$ cat src/rtl/reg_writeback_unit_pkg.sv
// Shared types for the register write-back slice: word/register types,
// the buffered write-back entry and the CZN flag bit positions.
package reg_writeback_unit_pkg;

  localparam int WB_WIDTH = 8;
  localparam int NUM_REGS = 4;

  typedef logic [WB_WIDTH-1:0] word_t;
  typedef logic [1:0]          reg_idx_t;

  typedef struct packed {
    reg_idx_t dst;
    word_t    data;
    logic     carry;
    logic     setf;
  } wb_entry_t;

  typedef enum logic {
    SRC_ALU = 1'b0,
    SRC_MEM = 1'b1
  } src_t;

  localparam int FLAG_C = 0;
  localparam int FLAG_Z = 1;
  localparam int FLAG_N = 2;

endpackage

$ cat src/rtl/reg_writeback_unit_if.sv
// Bus bundle between the execute/memory producers and the write-back unit.
// drain_hold stalls the drain side; it is tied low in normal integration.
interface reg_writeback_unit_if;
  import reg_writeback_unit_pkg::*;

  logic     flush;
  logic     drain_hold;
  logic     alu_valid;
  logic     alu_ready;
  reg_idx_t alu_dst;
  word_t    alu_data;
  logic     alu_carry;
  logic     alu_setf;
  logic     mem_valid;
  logic     mem_ready;
  reg_idx_t mem_dst;
  word_t    mem_data;
  reg_idx_t wb_reg;
  word_t    wb_data;
  logic     wb_en;
  logic [2:0] czn;
  reg_idx_t chk_reg1;
  reg_idx_t chk_reg2;
  logic     hazard1;
  logic     hazard2;
  logic [NUM_REGS-1:0] busy;

  modport master (
    output flush, drain_hold, alu_valid, alu_dst, alu_data, alu_carry, alu_setf,
           mem_valid, mem_dst, mem_data, chk_reg1, chk_reg2,
    input  alu_ready, mem_ready, wb_reg, wb_data, wb_en, czn, hazard1, hazard2, busy
  );

  modport slave (
    input  flush, drain_hold, alu_valid, alu_dst, alu_data, alu_carry, alu_setf,
           mem_valid, mem_dst, mem_data, chk_reg1, chk_reg2,
    output alu_ready, mem_ready, wb_reg, wb_data, wb_en, czn, hazard1, hazard2, busy
  );

endinterface

$ cat src/rtl/reg_writeback_unit_chk.sv
// Scoreboard counter checker: a counter never wraps past its ceiling or below zero.
module reg_writeback_unit_chk #(
  parameter int NREG    = 4,
  parameter int CNT_W   = 3,
  parameter int CNT_MAX = 5
) (
  input logic                       clk,
  input logic                       rst,
  input logic [NREG-1:0]            inc,
  input logic [NREG-1:0]            dec,
  input logic [NREG-1:0][CNT_W-1:0] cnt
);

  for (genvar r = 0; r < NREG; r++) begin : g_chk
    a_no_overflow: assert property (@(posedge clk) disable iff (rst)
      !(inc[r] && !dec[r] && (cnt[r] == CNT_W'(CNT_MAX))));
    a_no_underflow: assert property (@(posedge clk) disable iff (rst)
      !(dec[r] && !inc[r] && (cnt[r] == {CNT_W{1'b0}})));
  end

endmodule

$ cat src/rtl/reg_writeback_unit_fifo.sv
// In-order synchronous FIFO of write-back entries with a synchronous flush.
// Full/empty come from a registered occupancy count.
module wb_fifo
  import reg_writeback_unit_pkg::*;
#(
  parameter int DEPTH = 4
) (
  input  logic      clk,
  input  logic      rst,
  input  logic      flush,
  input  logic      push,
  input  wb_entry_t push_data,
  input  logic      pop,
  output wb_entry_t head,
  output logic      full,
  output logic      empty
);

  localparam int PTR_W = (DEPTH > 1) ? $clog2(DEPTH) : 1;
  localparam int CNT_W = $clog2(DEPTH + 1);

  wb_entry_t        mem_r [DEPTH];
  logic [PTR_W-1:0] wr_ptr_r;
  logic [PTR_W-1:0] rd_ptr_r;
  logic [CNT_W-1:0] count_r;
  logic             do_push_s;
  logic             do_pop_s;

  // Qualify requests against the registered occupancy
  always_comb begin
    full      = (count_r == CNT_W'(DEPTH));
    empty     = (count_r == {CNT_W{1'b0}});
    do_push_s = push & ~full & ~flush;
    do_pop_s  = pop & ~empty & ~flush;
    head      = mem_r[rd_ptr_r];
  end

  // Pointer and occupancy bookkeeping; DEPTH is a power of two so pointers wrap naturally
  always_ff @(posedge clk or posedge rst) begin
    if (rst) begin
      wr_ptr_r <= {PTR_W{1'b0}};
      rd_ptr_r <= {PTR_W{1'b0}};
      count_r  <= {CNT_W{1'b0}};
    end else if (flush) begin
      wr_ptr_r <= {PTR_W{1'b0}};
      rd_ptr_r <= {PTR_W{1'b0}};
      count_r  <= {CNT_W{1'b0}};
    end else begin
      if (do_push_s) wr_ptr_r <= wr_ptr_r + PTR_W'(1);
      if (do_pop_s)  rd_ptr_r <= rd_ptr_r + PTR_W'(1);
      case ({do_push_s, do_pop_s})
        2'b10:   count_r <= count_r + CNT_W'(1);
        2'b01:   count_r <= count_r - CNT_W'(1);
        default: count_r <= count_r;
      endcase
    end
  end

  // Entry storage
  always_ff @(posedge clk) begin
    if (do_push_s) mem_r[wr_ptr_r] <= push_data;
  end

endmodule

$ cat src/rtl/reg_writeback_unit.sv
// Register-file write side: round-robin ALU/load intake, in-order buffer,
// registered RF write port, CZN flag register and pending-write scoreboard.
module reg_writeback_unit
  import reg_writeback_unit_pkg::*;
#(
  parameter int DEPTH = 4,
  parameter int WIDTH = WB_WIDTH
) (
  input logic                 clk,
  input logic                 rst,
  reg_writeback_unit_if.slave bus
);

  // One extra slot covers the entry sitting in the output register
  localparam int CNT_W = $clog2(DEPTH + 2);

  logic       full_s, empty_s, space_s, grant_mem_s, push_s, pop_s;
  wb_entry_t  push_entry_s, head_s;
  src_t       last_grant_r;
  logic       wb_en_r;
  reg_idx_t   wb_reg_r;
  word_t      wb_data_r;
  logic [2:0] czn_r;
  logic [NUM_REGS-1:0]            inc_s, dec_s, busy_s;
  logic [NUM_REGS-1:0][CNT_W-1:0] cnt_r;

  wb_fifo #(.DEPTH(DEPTH)) u_fifo (
    .clk       (clk),
    .rst       (rst),
    .flush     (bus.flush),
    .push      (push_s),
    .push_data (push_entry_s),
    .pop       (pop_s),
    .head      (head_s),
    .full      (full_s),
    .empty     (empty_s)
  );

  // Round-robin arbitration between ALU and load sources
  always_comb begin
    space_s = ~full_s & ~bus.flush;
    if (bus.alu_valid && bus.mem_valid) begin
      grant_mem_s = (last_grant_r == SRC_ALU);
    end else if (bus.mem_valid) begin
      grant_mem_s = 1'b1;
    end else begin
      grant_mem_s = 1'b0;
    end
    push_s = space_s & (bus.alu_valid | bus.mem_valid);
    if (grant_mem_s) begin
      push_entry_s = '{dst: bus.mem_dst, data: bus.mem_data, carry: 1'b0, setf: 1'b0};
    end else begin
      push_entry_s = '{dst: bus.alu_dst, data: bus.alu_data, carry: bus.alu_carry, setf: bus.alu_setf};
    end
    pop_s = ~empty_s & ~bus.drain_hold & ~bus.flush;
  end

  // Remember which source won the last enqueue
  always_ff @(posedge clk or posedge rst) begin
    if (rst) begin
      last_grant_r <= SRC_ALU;
    end else if (push_s) begin
      last_grant_r <= grant_mem_s ? SRC_MEM : SRC_ALU;
    end else begin
      last_grant_r <= last_grant_r;
    end
  end

  // RF write port register and flag update from the popped head
  always_ff @(posedge clk or posedge rst) begin
    if (rst) begin
      wb_en_r   <= 1'b0;
      wb_reg_r  <= 2'b00;
      wb_data_r <= {WB_WIDTH{1'b0}};
      czn_r     <= 3'b000;
    end else if (bus.flush) begin
      wb_en_r <= 1'b0;
    end else if (pop_s) begin
      wb_en_r   <= 1'b1;
      wb_reg_r  <= head_s.dst;
      wb_data_r <= head_s.data;
      if (head_s.setf) begin
        czn_r[FLAG_C] <= head_s.carry;
        czn_r[FLAG_Z] <= (head_s.data == {WB_WIDTH{1'b0}});
        czn_r[FLAG_N] <= head_s.data[WIDTH-1];
      end
    end else begin
      wb_en_r <= 1'b0;
    end
  end

  // Scoreboard increments on enqueue, decrements once the write has been presented
  always_comb begin
    inc_s = {NUM_REGS{1'b0}};
    dec_s = {NUM_REGS{1'b0}};
    if (push_s) begin
      inc_s[push_entry_s.dst] = 1'b1;
    end else begin
      inc_s = {NUM_REGS{1'b0}};
    end
    if (wb_en_r) begin
      dec_s[wb_reg_r] = 1'b1;
    end else begin
      dec_s = {NUM_REGS{1'b0}};
    end
    for (int r = 0; r < NUM_REGS; r++) begin
      busy_s[r] = (cnt_r[r] != {CNT_W{1'b0}});
    end
  end

  // Per-register pending-write counters
  always_ff @(posedge clk or posedge rst) begin
    if (rst) begin
      cnt_r <= {(NUM_REGS*CNT_W){1'b0}};
    end else if (bus.flush) begin
      cnt_r <= {(NUM_REGS*CNT_W){1'b0}};
    end else begin
      for (int r = 0; r < NUM_REGS; r++) begin
        if (inc_s[r] && !dec_s[r]) begin
          cnt_r[r] <= cnt_r[r] + CNT_W'(1);
        end else if (dec_s[r] && !inc_s[r]) begin
          cnt_r[r] <= cnt_r[r] - CNT_W'(1);
        end
      end
    end
  end

  assign bus.alu_ready = space_s & ~grant_mem_s;
  assign bus.mem_ready = space_s & grant_mem_s;
  assign bus.wb_en     = wb_en_r;
  assign bus.wb_reg    = wb_reg_r;
  assign bus.wb_data   = wb_data_r;
  assign bus.czn       = czn_r;
  assign bus.busy      = busy_s;
  assign bus.hazard1   = busy_s[bus.chk_reg1];
  assign bus.hazard2   = busy_s[bus.chk_reg2];

  reg_writeback_unit_chk #(
    .NREG    (NUM_REGS),
    .CNT_W   (CNT_W),
    .CNT_MAX (DEPTH + 1)
  ) u_chk (
    .clk (clk),
    .rst (rst),
    .inc (inc_s),
    .dec (dec_s),
    .cnt (cnt_r)
  );

endmodule
$ cat src/flat_wrapper.sv
// flat-port wrapper written by rule: the top's interface ports become plain ports
module reg_writeback_unit_flat import reg_writeback_unit_pkg::*;
#(
  parameter int DEPTH = 4,
  parameter int WIDTH = WB_WIDTH
)
  (clk, rst, bus_flush, bus_drain_hold, bus_alu_valid, bus_alu_dst, bus_alu_data, bus_alu_carry, bus_alu_setf, bus_mem_valid, bus_mem_dst, bus_mem_data, bus_chk_reg1, bus_chk_reg2, bus_alu_ready, bus_mem_ready, bus_wb_reg, bus_wb_data, bus_wb_en, bus_czn, bus_hazard1, bus_hazard2, bus_busy);
  reg_writeback_unit_if bus_i ();
  input logic clk;
  input logic rst;
  input wire logic [$bits(bus_i.flush)-1:0] bus_flush;
  input wire logic [$bits(bus_i.drain_hold)-1:0] bus_drain_hold;
  input wire logic [$bits(bus_i.alu_valid)-1:0] bus_alu_valid;
  input wire logic [$bits(bus_i.alu_dst)-1:0] bus_alu_dst;
  input wire logic [$bits(bus_i.alu_data)-1:0] bus_alu_data;
  input wire logic [$bits(bus_i.alu_carry)-1:0] bus_alu_carry;
  input wire logic [$bits(bus_i.alu_setf)-1:0] bus_alu_setf;
  input wire logic [$bits(bus_i.mem_valid)-1:0] bus_mem_valid;
  input wire logic [$bits(bus_i.mem_dst)-1:0] bus_mem_dst;
  input wire logic [$bits(bus_i.mem_data)-1:0] bus_mem_data;
  input wire logic [$bits(bus_i.chk_reg1)-1:0] bus_chk_reg1;
  input wire logic [$bits(bus_i.chk_reg2)-1:0] bus_chk_reg2;
  output wire logic [$bits(bus_i.alu_ready)-1:0] bus_alu_ready;
  output wire logic [$bits(bus_i.mem_ready)-1:0] bus_mem_ready;
  output wire logic [$bits(bus_i.wb_reg)-1:0] bus_wb_reg;
  output wire logic [$bits(bus_i.wb_data)-1:0] bus_wb_data;
  output wire logic [$bits(bus_i.wb_en)-1:0] bus_wb_en;
  output wire logic [$bits(bus_i.czn)-1:0] bus_czn;
  output wire logic [$bits(bus_i.hazard1)-1:0] bus_hazard1;
  output wire logic [$bits(bus_i.hazard2)-1:0] bus_hazard2;
  output wire logic [$bits(bus_i.busy)-1:0] bus_busy;
  assign bus_i.flush = bus_flush;
  assign bus_i.drain_hold = bus_drain_hold;
  assign bus_i.alu_valid = bus_alu_valid;
  assign bus_i.alu_dst = bus_alu_dst;
  assign bus_i.alu_data = bus_alu_data;
  assign bus_i.alu_carry = bus_alu_carry;
  assign bus_i.alu_setf = bus_alu_setf;
  assign bus_i.mem_valid = bus_mem_valid;
  assign bus_i.mem_dst = bus_mem_dst;
  assign bus_i.mem_data = bus_mem_data;
  assign bus_i.chk_reg1 = bus_chk_reg1;
  assign bus_i.chk_reg2 = bus_chk_reg2;
  assign bus_alu_ready = bus_i.alu_ready;
  assign bus_mem_ready = bus_i.mem_ready;
  assign bus_wb_reg = bus_i.wb_reg;
  assign bus_wb_data = bus_i.wb_data;
  assign bus_wb_en = bus_i.wb_en;
  assign bus_czn = bus_i.czn;
  assign bus_hazard1 = bus_i.hazard1;
  assign bus_hazard2 = bus_i.hazard2;
  assign bus_busy = bus_i.busy;
  reg_writeback_unit #(.DEPTH(DEPTH), .WIDTH(WIDTH)) u_core (.clk(clk), .rst(rst), .bus(bus_i));
endmodule
$ cat config.mk
export PLATFORM = sky130hd
export DESIGN_NAME = reg_writeback_unit_flat
export DESIGN_NICKNAME = d
export VERILOG_FILES = /design/src/rtl/reg_writeback_unit_pkg.sv /design/src/rtl/reg_writeback_unit_if.sv /design/src/rtl/reg_writeback_unit_chk.sv /design/src/rtl/reg_writeback_unit_fifo.sv /design/src/rtl/reg_writeback_unit.sv /design/src/flat_wrapper.sv
export SDC_FILE = /design/constraint.sdc
export NUM_CORES = 1
export LEC_CHECK = 0
export CAP_MARGIN = 30
export CORE_MARGIN = 5
export CORE_UTILIZATION = 49
export CTS_CLUSTER_DIAMETER = 100
export DETAILED_ROUTE_END_ITERATION = 7
export PLACE_DENSITY = 0.85
export SYNTH_ARGS = -nofsm -noshare
export SYNTH_HDL_FRONTEND = slang
export SYNTH_SLANG_ARGS = --single-unit
$ cat constraint.sdc
create_clock -name clk -period 2.3 [get_ports clk]
set_input_delay 0.69 -clock clk [delete_from_list [all_inputs] [get_ports clk]]
set_output_delay 0.69 -clock clk [all_outputs]
set_load 0.1 [all_outputs]
== Word-level counts from Yosys, hierarchy flattened ==
Memory sizes are Yosys's and may differ from the RTL's.
Cells that the tools add are included.
Word-level totals
  flip-flop bits (word level): 34
  RAM bits: 48
  memories: 1
Memories
  u_core.u_fifo.mem_r: depth 4, width 12, rd ports 1, clocked after memory_dff 0, write ports 1, line reg_writeback_unit_fifo.sv:22  | wb_entry_t mem_r [DEPTH];
Cells by class
  add/subtract/negate cells: 12
  magnitude comparators: 6
  equal/unequal tests: 3
  muxes and demuxes: 33
  bitwise gates (word level): 17
  reduce and logical (&&, ||, !) cells: 34
Operators by type and width (count)
  two-way mux 3 bit: 9
  nonzero test 3 bit: 9
  two-way mux 12 bit: 2
  adder 3 x 1 -> 3 bit, second input constant: 5
  subtractor 3 x 1 -> 3 bit, second input constant: 5
  less-than comparator 2 x 3 -> 1 bit, second input constant: 4
  logical AND 1 bit: 11
  two-way mux 1 bit: 11
  bitwise AND 1 bit: 10
  logical NOT 1 bit: 8
  logical NOT 8 bit: 1
  two-way mux 2 bit: 4
  two-way mux 4 bit: 2
  NOT 1 bit: 6
  one-hot mux 3 bit (2 select lines): 1
  adder 2 x 1 -> 2 bit, second input constant: 2
  binary-select mux 1 bit (select 2 bit): 2
  demux 1 bit (select 2 bit): 2
  >= comparator 2 x 1 -> 1 bit, second input constant: 2
  nonzero test 2 bit: 2
  == test 3 bit, second input constant: 1
  logical NOT 3 bit: 1
  AND reduction 3 bit: 1
  == test 2 x 1 -> 1 bit, second input constant: 1
  3 further kinds: 3

== Depth between registers and ports, before layout ==
  word-level depth: 13
  mapped depth: 9
  depth with buffers taken out: 8

== Cells and area by module ==
A second synthesis with hierarchy kept.
Second synthesis, totals
  cell total of the unflattened synthesis: 298
  area, all modules: 4070.2 µm²
Modules (own cells, without submodules)
  wb_fifo: times used 1, cells an instance 130, area an instance 2324.7 µm², seq. area each 1616.6 µm²
  reg_writeback_unit: times used 1, cells an instance 168, area an instance 1745.4 µm², seq. area each 675.6 µm²

== Worst setup path before layout ==
Ideal clock, no wire load.
  kind: input to output
  start point: in bus_flush
  end point: out bus_alu_ready
  arrival time: 2.542 ns
  data required time: 1.610 ns
  setup slack: -0.932 ns
  cell stages on the path: 4
  cell sequence: clkbuf_1 > clkbuf_1 > a21o_1 > nor2_1
Between the ends
  word-level cells in the longest chain between the ends: 3
Ends and longest elaborated chain
  from (decl): line flat_wrapper.sv:11  | input wire logic [$bits(bus_i.flush)-1:0] bus_flush;
  NOT 1 bit (no source line)
  bitwise AND 1 bit: line reg_writeback_unit.sv:41  | space_s = ~full_s & ~bus.flush;
  bitwise AND 1 bit: line reg_writeback_unit.sv:128  | assign bus.alu_ready = space_s & ~grant_mem_s;
  to (decl): line flat_wrapper.sv:23  | output wire logic [$bits(bus_i.alu_ready)-1:0] bus_alu_ready;
Every way passes these cells.

== Worst setup path in the final report ==
  start point: reg u_core.cnt_r[0] (netlist bit)
  end point: out bus_hazard1
Between the ends
  word-level cells in the longest chain between the ends: 3
Ends and longest elaborated chain
  from (decl): line reg_writeback_unit.sv:25  | logic [NUM_REGS-1:0][CNT_W-1:0] cnt_r;
  from (signal assigned): line reg_writeback_unit.sv:114  | cnt_r <= {(NUM_REGS*CNT_W){1'b0}};
  from (signal assigned): line reg_writeback_unit.sv:116  | cnt_r <= {(NUM_REGS*CNT_W){1'b0}};
  from (signal, indexed assignment): line reg_writeback_unit.sv:120  | cnt_r[r] <= cnt_r[r] + CNT_W'(1);
  nonzero test 3 bit: line reg_writeback_unit.sv:107  | busy_s[r] = (cnt_r[r] != {CNT_W{1'b0}});
  binary-select mux 1 bit (select 2 bit): line reg_writeback_unit.sv:135  | assign bus.hazard1 = busy_s[bus.chk_reg1];
  two-way mux 1 bit (not written as such): line reg_writeback_unit.sv:135
  to (decl): line flat_wrapper.sv:29  | output wire logic [$bits(bus_i.hazard1)-1:0] bus_hazard1;
Every way passes these cells. The select of a mux whose other input is x is not followed.

==> flow_metrics.tcl <==
set metrics [dict create \
    status "finished with violations" \
    violations "negative setup slack" \
    tns_ns -0.533 \
    die_area_um2 9840 \
    ioPinCount 54 \
    dp_hpwl_um 6140 \
    slew_headroom 0.690 \
    dp_slack_ns -0.673 \
    synthCells 292 \
    setup_viol 2 \
    grt.total_usage 0.182 \
    muxShareOfSynthArea 0.166 \
    netlist_area_um2 3900 \
    r2r-start "u_core.u_fifo.count_r[0]" \
    num_antenna_cells 0 \
    nets 428 \
    regToRegEndpoint "u_core.cnt_r[8]" \
    ys_ff_latch 82 \
    synthXorXnorAreaFrac 0.0180 \
    cts_tree "done" \
    hold_viol_final 0 \
    largest_register_ffs 48 \
    min_from "u_core.bus.czn[1]" \
    fin_crit_ns 2.58 \
    grt_pass1_vias 2903 \
    required_ns 1.61 \
    core_area_um2 7730 \
    yosysWarnings 0 \
    drt_iter0_markers 177 \
    p_leak_nw 2.12 \
    ys.flop_type "edfxtp_1" \
    htreeDepth 3 \
    clockRootBuffer "clkbuf_8" \
    grt_pass1_wl_um 14100 \
    worst_slack_ns -0.276 \
    chipWidth_um 99.2 \
    yosysTopAreaCell "edfxtp_1" \
    yosysUniqueCellTypes 35 \
    finClkSkew_ns 0.00820 \
    synth_adder_area_share 0.0385 \
    synth_most_common_cell "edfxtp_1" \
    whs_ns 0.502 \
    fill_cells 521 \
    regMostFlops "u_core.u_fifo.mem_r" \
    gp_congestion 0.754 \
    ant_nets 0 \
    maxSlewViolCount 0 \
    cts.sink_count 82 \
    ys_seq_area_frac 0.588 \
    routed.top_layer "met4" \
    r2r_cells 9 \
    rsz0062_at_grt "yes" \
    clock.fmax_mhz 388 \
    p_per_area_nw_per_um2 1220 \
    wl_um 8390 \
    final_area_um2 5200 \
    grt_overflow 0 \
    crit_arrival_ns 1.89 \
    startpoint_type "flip-flop" \
    wl_met3_um 282 \
    met2_length_um 4510 \
    synth-simple-area-share 0.135 \
    grt_max_degree 35 \
    placed_cell_area_um2 4920 \
    synth_common_cells "edfxtp_1, nor2_1, nand2_1, dfrtp_1, mux2_2" \
    numPortBuffers 53 \
    maxCapViolCount 0 \
    cp_max_fo 3 \
    vias 2610 \
    insertion_delay_ns 0.34 \
    dr.pass1.iters 5 \
    ctsLongestPathBuffers 2 \
    rows 32 \
    synth_nets 333 \
    fp.dieH_um 99.2 \
    cts_made_buffers 9 \
    critical_path_class "reg -> out" \
    yosys-top-cells-area "edfxtp_1, dfrtp_1, mux4_2" \
    clk_pin_slew_ns 0.08 \
    cp-end-kind "output pin" \
    synthToLayoutAreaGrowth_pct 33.5 \
    initial_core_util 0.505 \
    post-route-period-util 1.12 \
    vias_per_cell 5.28 \
    synth_compound_area_frac 0.0282 \
    hold_depth 2 \
    avgSynthCellArea_um2 13.4 \
    antenna_found_initial 0 \
    drive_gt1_frac 0.370 \
    synth_edf_count 48 \
    synth_top_family_by_area "multiplexers" \
    wl_met1_um 3410 \
    rrSetupSlack_ns 0.10 \
    ir_drop_mv 0.440 \
    wire_per_inst_um 17.0 \
    async_flop_share 0.415 \
    holdPathEnd "u_core.bus.czn[1]" \
    hp-class "reg -> reg" \
    drc 0 \
    worstMarginPinSlew_ns 0.463 \
    synth_top_cell_area_share 0.370 \
]
kinds of logic (layout without fill, tap and decap cells):
group	count (synthesis)	in the layout
flip-flops	82	82
XOR/XNOR	8	8
multiplexers	44	44
buffers and inverters	24	124
adder cells (fa/ha/maj)	9	9
AND/OR/NAND/NOR	113	113
AO/OA/AOI/OAI	12	12
metal layers:
layer	vias to the layer above	global-route usage
li1	1218	-
met1	1299	0.222
met2	72	0.320
met3	21	0.0379
met5	-	0
met4	0	0.0662
worst max-delay path, cell delays in order (launching register included):
cell and delay [ns]:
dfrtp_1 0.40, or3_4 0.43, mux4_2 0.52, buf_12 0.19
worst max path at each step:
stage | start | to | slack, ns | depth (start not counted)
after floorplan | bus_flush | u_core.u_fifo.count_r[2] | -0.19 | 8
after global placement | bus_mem_valid | u_core.cnt_r[11] | -0.59 | 9
after detailed placement | bus_mem_valid | u_core.cnt_r[11] | -0.67 | 9
after CTS | u_core.cnt_r[1] | bus_hazard1 | -0.28 | 3
after global routing | u_core.cnt_r[0] | bus_hazard1 | -0.30 | 3
final | u_core.cnt_r[0] | bus_hazard1 | -0.28 | 3
layout make-up:
class | count | area (um^2) | area share
Timing Repair Buffer | 96 | 908 | 0.175
Tap cell | 102 | 128 | 0.0245
Multi-Input combinational cell | 186 | 1630 | 0.313
Clock inverter | 6 | 67.6 | 0.0130
Clock buffer | 10 | 128 | 0.0245
Sequential cell | 82 | 2300 | 0.441
Inverter | 12 | 45.0 | 0.00865
cells in the final DEF (no fill, tap or decap), types with 4 or more instances in the layout:
| master | n |
|---|---|
| dfrtp_2 | 4 |
| or3_4 | 4 |
| nor3_1 | 5 |
| mux2_1 | 10 |
| clkdlybuf4s50_1 | 22 |
| fa_2 | 5 |
| dlygate4sd2_1 | 6 |
| buf_4 | 54 |
| clkbuf_8 | 9 |
| nor3b_1 | 4 |
| mux2i_1 | 5 |
| nand2_1 | 36 |
| mux4_2 | 14 |
| edfxtp_1 | 48 |
| and2_1 | 9 |
| ha_1 | 4 |
| nor2b_1 | 4 |
| nor2_1 | 33 |
| clkinvlp_4 | 5 |
| dfrtp_1 | 30 |
| inv_1 | 12 |
| xor2_1 | 5 |
| mux2_2 | 15 |
| buf_12 | 9 |
through the flow:
step                      power [mW]  std cells  utilization
after floorplan                 4.37        292            -
after global placement          5.23        471        0.637
after detailed placement        5.33        471        0.637
after CTS                       6.35        489        0.666
after global routing            6.68        494        0.674
final                           6.37        494        0.674
power by group:
part           leakage [nW]  internal, mW  switching (mW)  total (mW)
logic                  1.17          1.19            2.08        3.26
clock network        0.0808         0.501           0.511        1.01
registers             0.877          1.91           0.195        2.10
timing repair:
item	CTS	global route
pin swaps	4	5
buffers inserted	2	5
setup endpoints to repair	23	8
hold buffers	0	0
resized for setup	20	11
Note: power is estimated with default switching activity, not from simulation.
==> RTL change: new RTL, same flow settings <==
Set the package constant `NUM_REGS` to 5 (it was 4).
--- a/src/rtl/reg_writeback_unit_pkg.sv
+++ b/src/rtl/reg_writeback_unit_pkg.sv
@@ -4,5 +4,5 @@
 
   localparam int WB_WIDTH = 8;
-  localparam int NUM_REGS = 4;
+  localparam int NUM_REGS = 5;
 
   typedef logic [WB_WIDTH-1:0] word_t;
Interface: changed (resized bus_busy); port bits go from 54 to 55. No check against the original RTL was run, so the function may have changed too.
==> RTL change against the unedited design <==
The flow still finishes with violations (negative setup slack). Power rose by 5.4%. Clock power rose by 16%. Fmax rose by 1.4%. Utilization fell by 0.19 points. Sequential cell count did not move. Area after synthesis rose by 0.16%. Final area fell by 0.29%. First-iteration DRC count fell by 11%. Setup slack improved by 0.036 ns. Wire length fell by 0.44%. Critical path type unchanged.
==> RTL change: results (changes against the unedited design) <==
The routed wire length is 8350 um (-0.44%). The tools report the worst slack on hold paths as 0.490 ns (-0.0129 ns). Post-synthesis net count: 335 (+0.60%). The setup slack at placement was -0.683 ns (-0.00992 ns); the global placement routability congestion was 0.805 (+6.8%). Share of post-route cells with drive strength above 1: 37.1% (+0.086 points). The run finished, with violations left. After synthesis, the most frequently instantiated cells are 48 x sky130_fd_sc_hd__edfxtp_1, 39 x sky130_fd_sc_hd__nor2_1, 36 x sky130_fd_sc_hd__nand2_1, 34 x sky130_fd_sc_hd__dfrtp_1, 23 x sky130_fd_sc_hd__mux2_2. Leakage power summed over all cells: 0.00211 uW (-0.91%).

Worst flop-to-flop path endpoint: u_core.cnt_r[5]. The run gives 526 (+0.96%) as the fill cell total of the finished layout. The number of failing setup endpoints in the final timing report is 2 (unchanged). In this run the critical register-to-register path is launched from u_core.u_fifo.count_r[1]. The worst supply voltage drop on vdd came out at 688 uV (+56%).

Worst setup skew after layout: 0.0144 ns (+0.00622 ns). The XOR/XNOR share of the synthesized area was 2.02% (+0.22 points). The synthesized-area fraction occupied by ao, oa, aoi and oai cells was 2.66% (-0.16 points). The source of the critical timing path was u_core.cnt_r[10].

The checks that failed: negative setup slack. Number of library cell types mapped by synthesis: 37 (+5.7%). The fraction of the mapped netlist area in adder cells came out at 3.84% (-0.0062 points). The final worst setup slack was -0.240 ns (+0.0358 ns). The number of placed cells counting well taps is 461 (-2.1%), and the mean cell area of the mapped netlist is 13.3 um^2 (-0.52%). The via-per-instance ratio was 5.20 (-1.5%). For the first-pass GRT wire length, the log shows 13500 um (-4.4%). The run gives 5960 um (-3.0%) as the placed wire-length estimate.
-- RTL change: cell types whose count changed after synthesis, sizes merged --
cell and delta:
nor4 -2, and3b -1, buf +1, conb +1, mux2i +1, nor2 +1, nor2b +1, nor3 -1
nor3b -1, or3 +1, xnor2 +1
-- RTL change: worst max-delay path: cells and delay by family, from the launching register on --
family	cells	cell delay [ns]
mux	1	0.51
flops	1	0.40
simple gates	1	0.40
buf+inv	1	0.19
-- RTL change: report_power, final --
part	internal [uW]	switching [uW]	total [uW]	leakage, uW
registers	1940	230	2170	0.000876
logic	1250	2140	3390	0.00112
clock network	648	519	1170	0.000110
total	3840	2880	6720	0.00211
-- RTL change: layout make-up --
cell class / instances / area [um^2] / share of cell area [%]
well taps: 102 / 128 / 2.46
clock inverters: 5 / 85.1 / 1.64
multi-input cells: 187 / 1620 / 31.2
repair buffers: 86 / 873 / 16.8
flip-flops and latches: 82 / 2300 / 44.3
inverters: 12 / 45.0 / 0.868
clock buffers: 11 / 141 / 2.72
-- RTL change: through the flow --
stage | setup TNS, ns | cell area [um^2]
final | -0.472 | 5190
after global routing | -0.576 | 5190
after CTS | -0.539 | 5140
after detailed placement | -21.92 | 4890
after global placement | -19.73 | 4890
after floorplan | -0.979 | 4070
-- RTL change: metal layers --
layer / vias up / global-route usage (%) / wire length, um
li1: 1196 / - / -
met1: 1273 / 22.4 / 3470
met4: 0 / 5.88 / 80
met3: 7 / 4.21 / 354
met2: 48 / 30.4 / 4450
met5: - / 0 / 0
-- RTL change: repair_timing --
action                                 in CTS  in global routing
buffers inserted                            3                  6
pin swaps                                   3                  6
endpoints found under the hold margin       0                  0
setup endpoints to repair                  16                  8
gates resized for setup                    22                  4
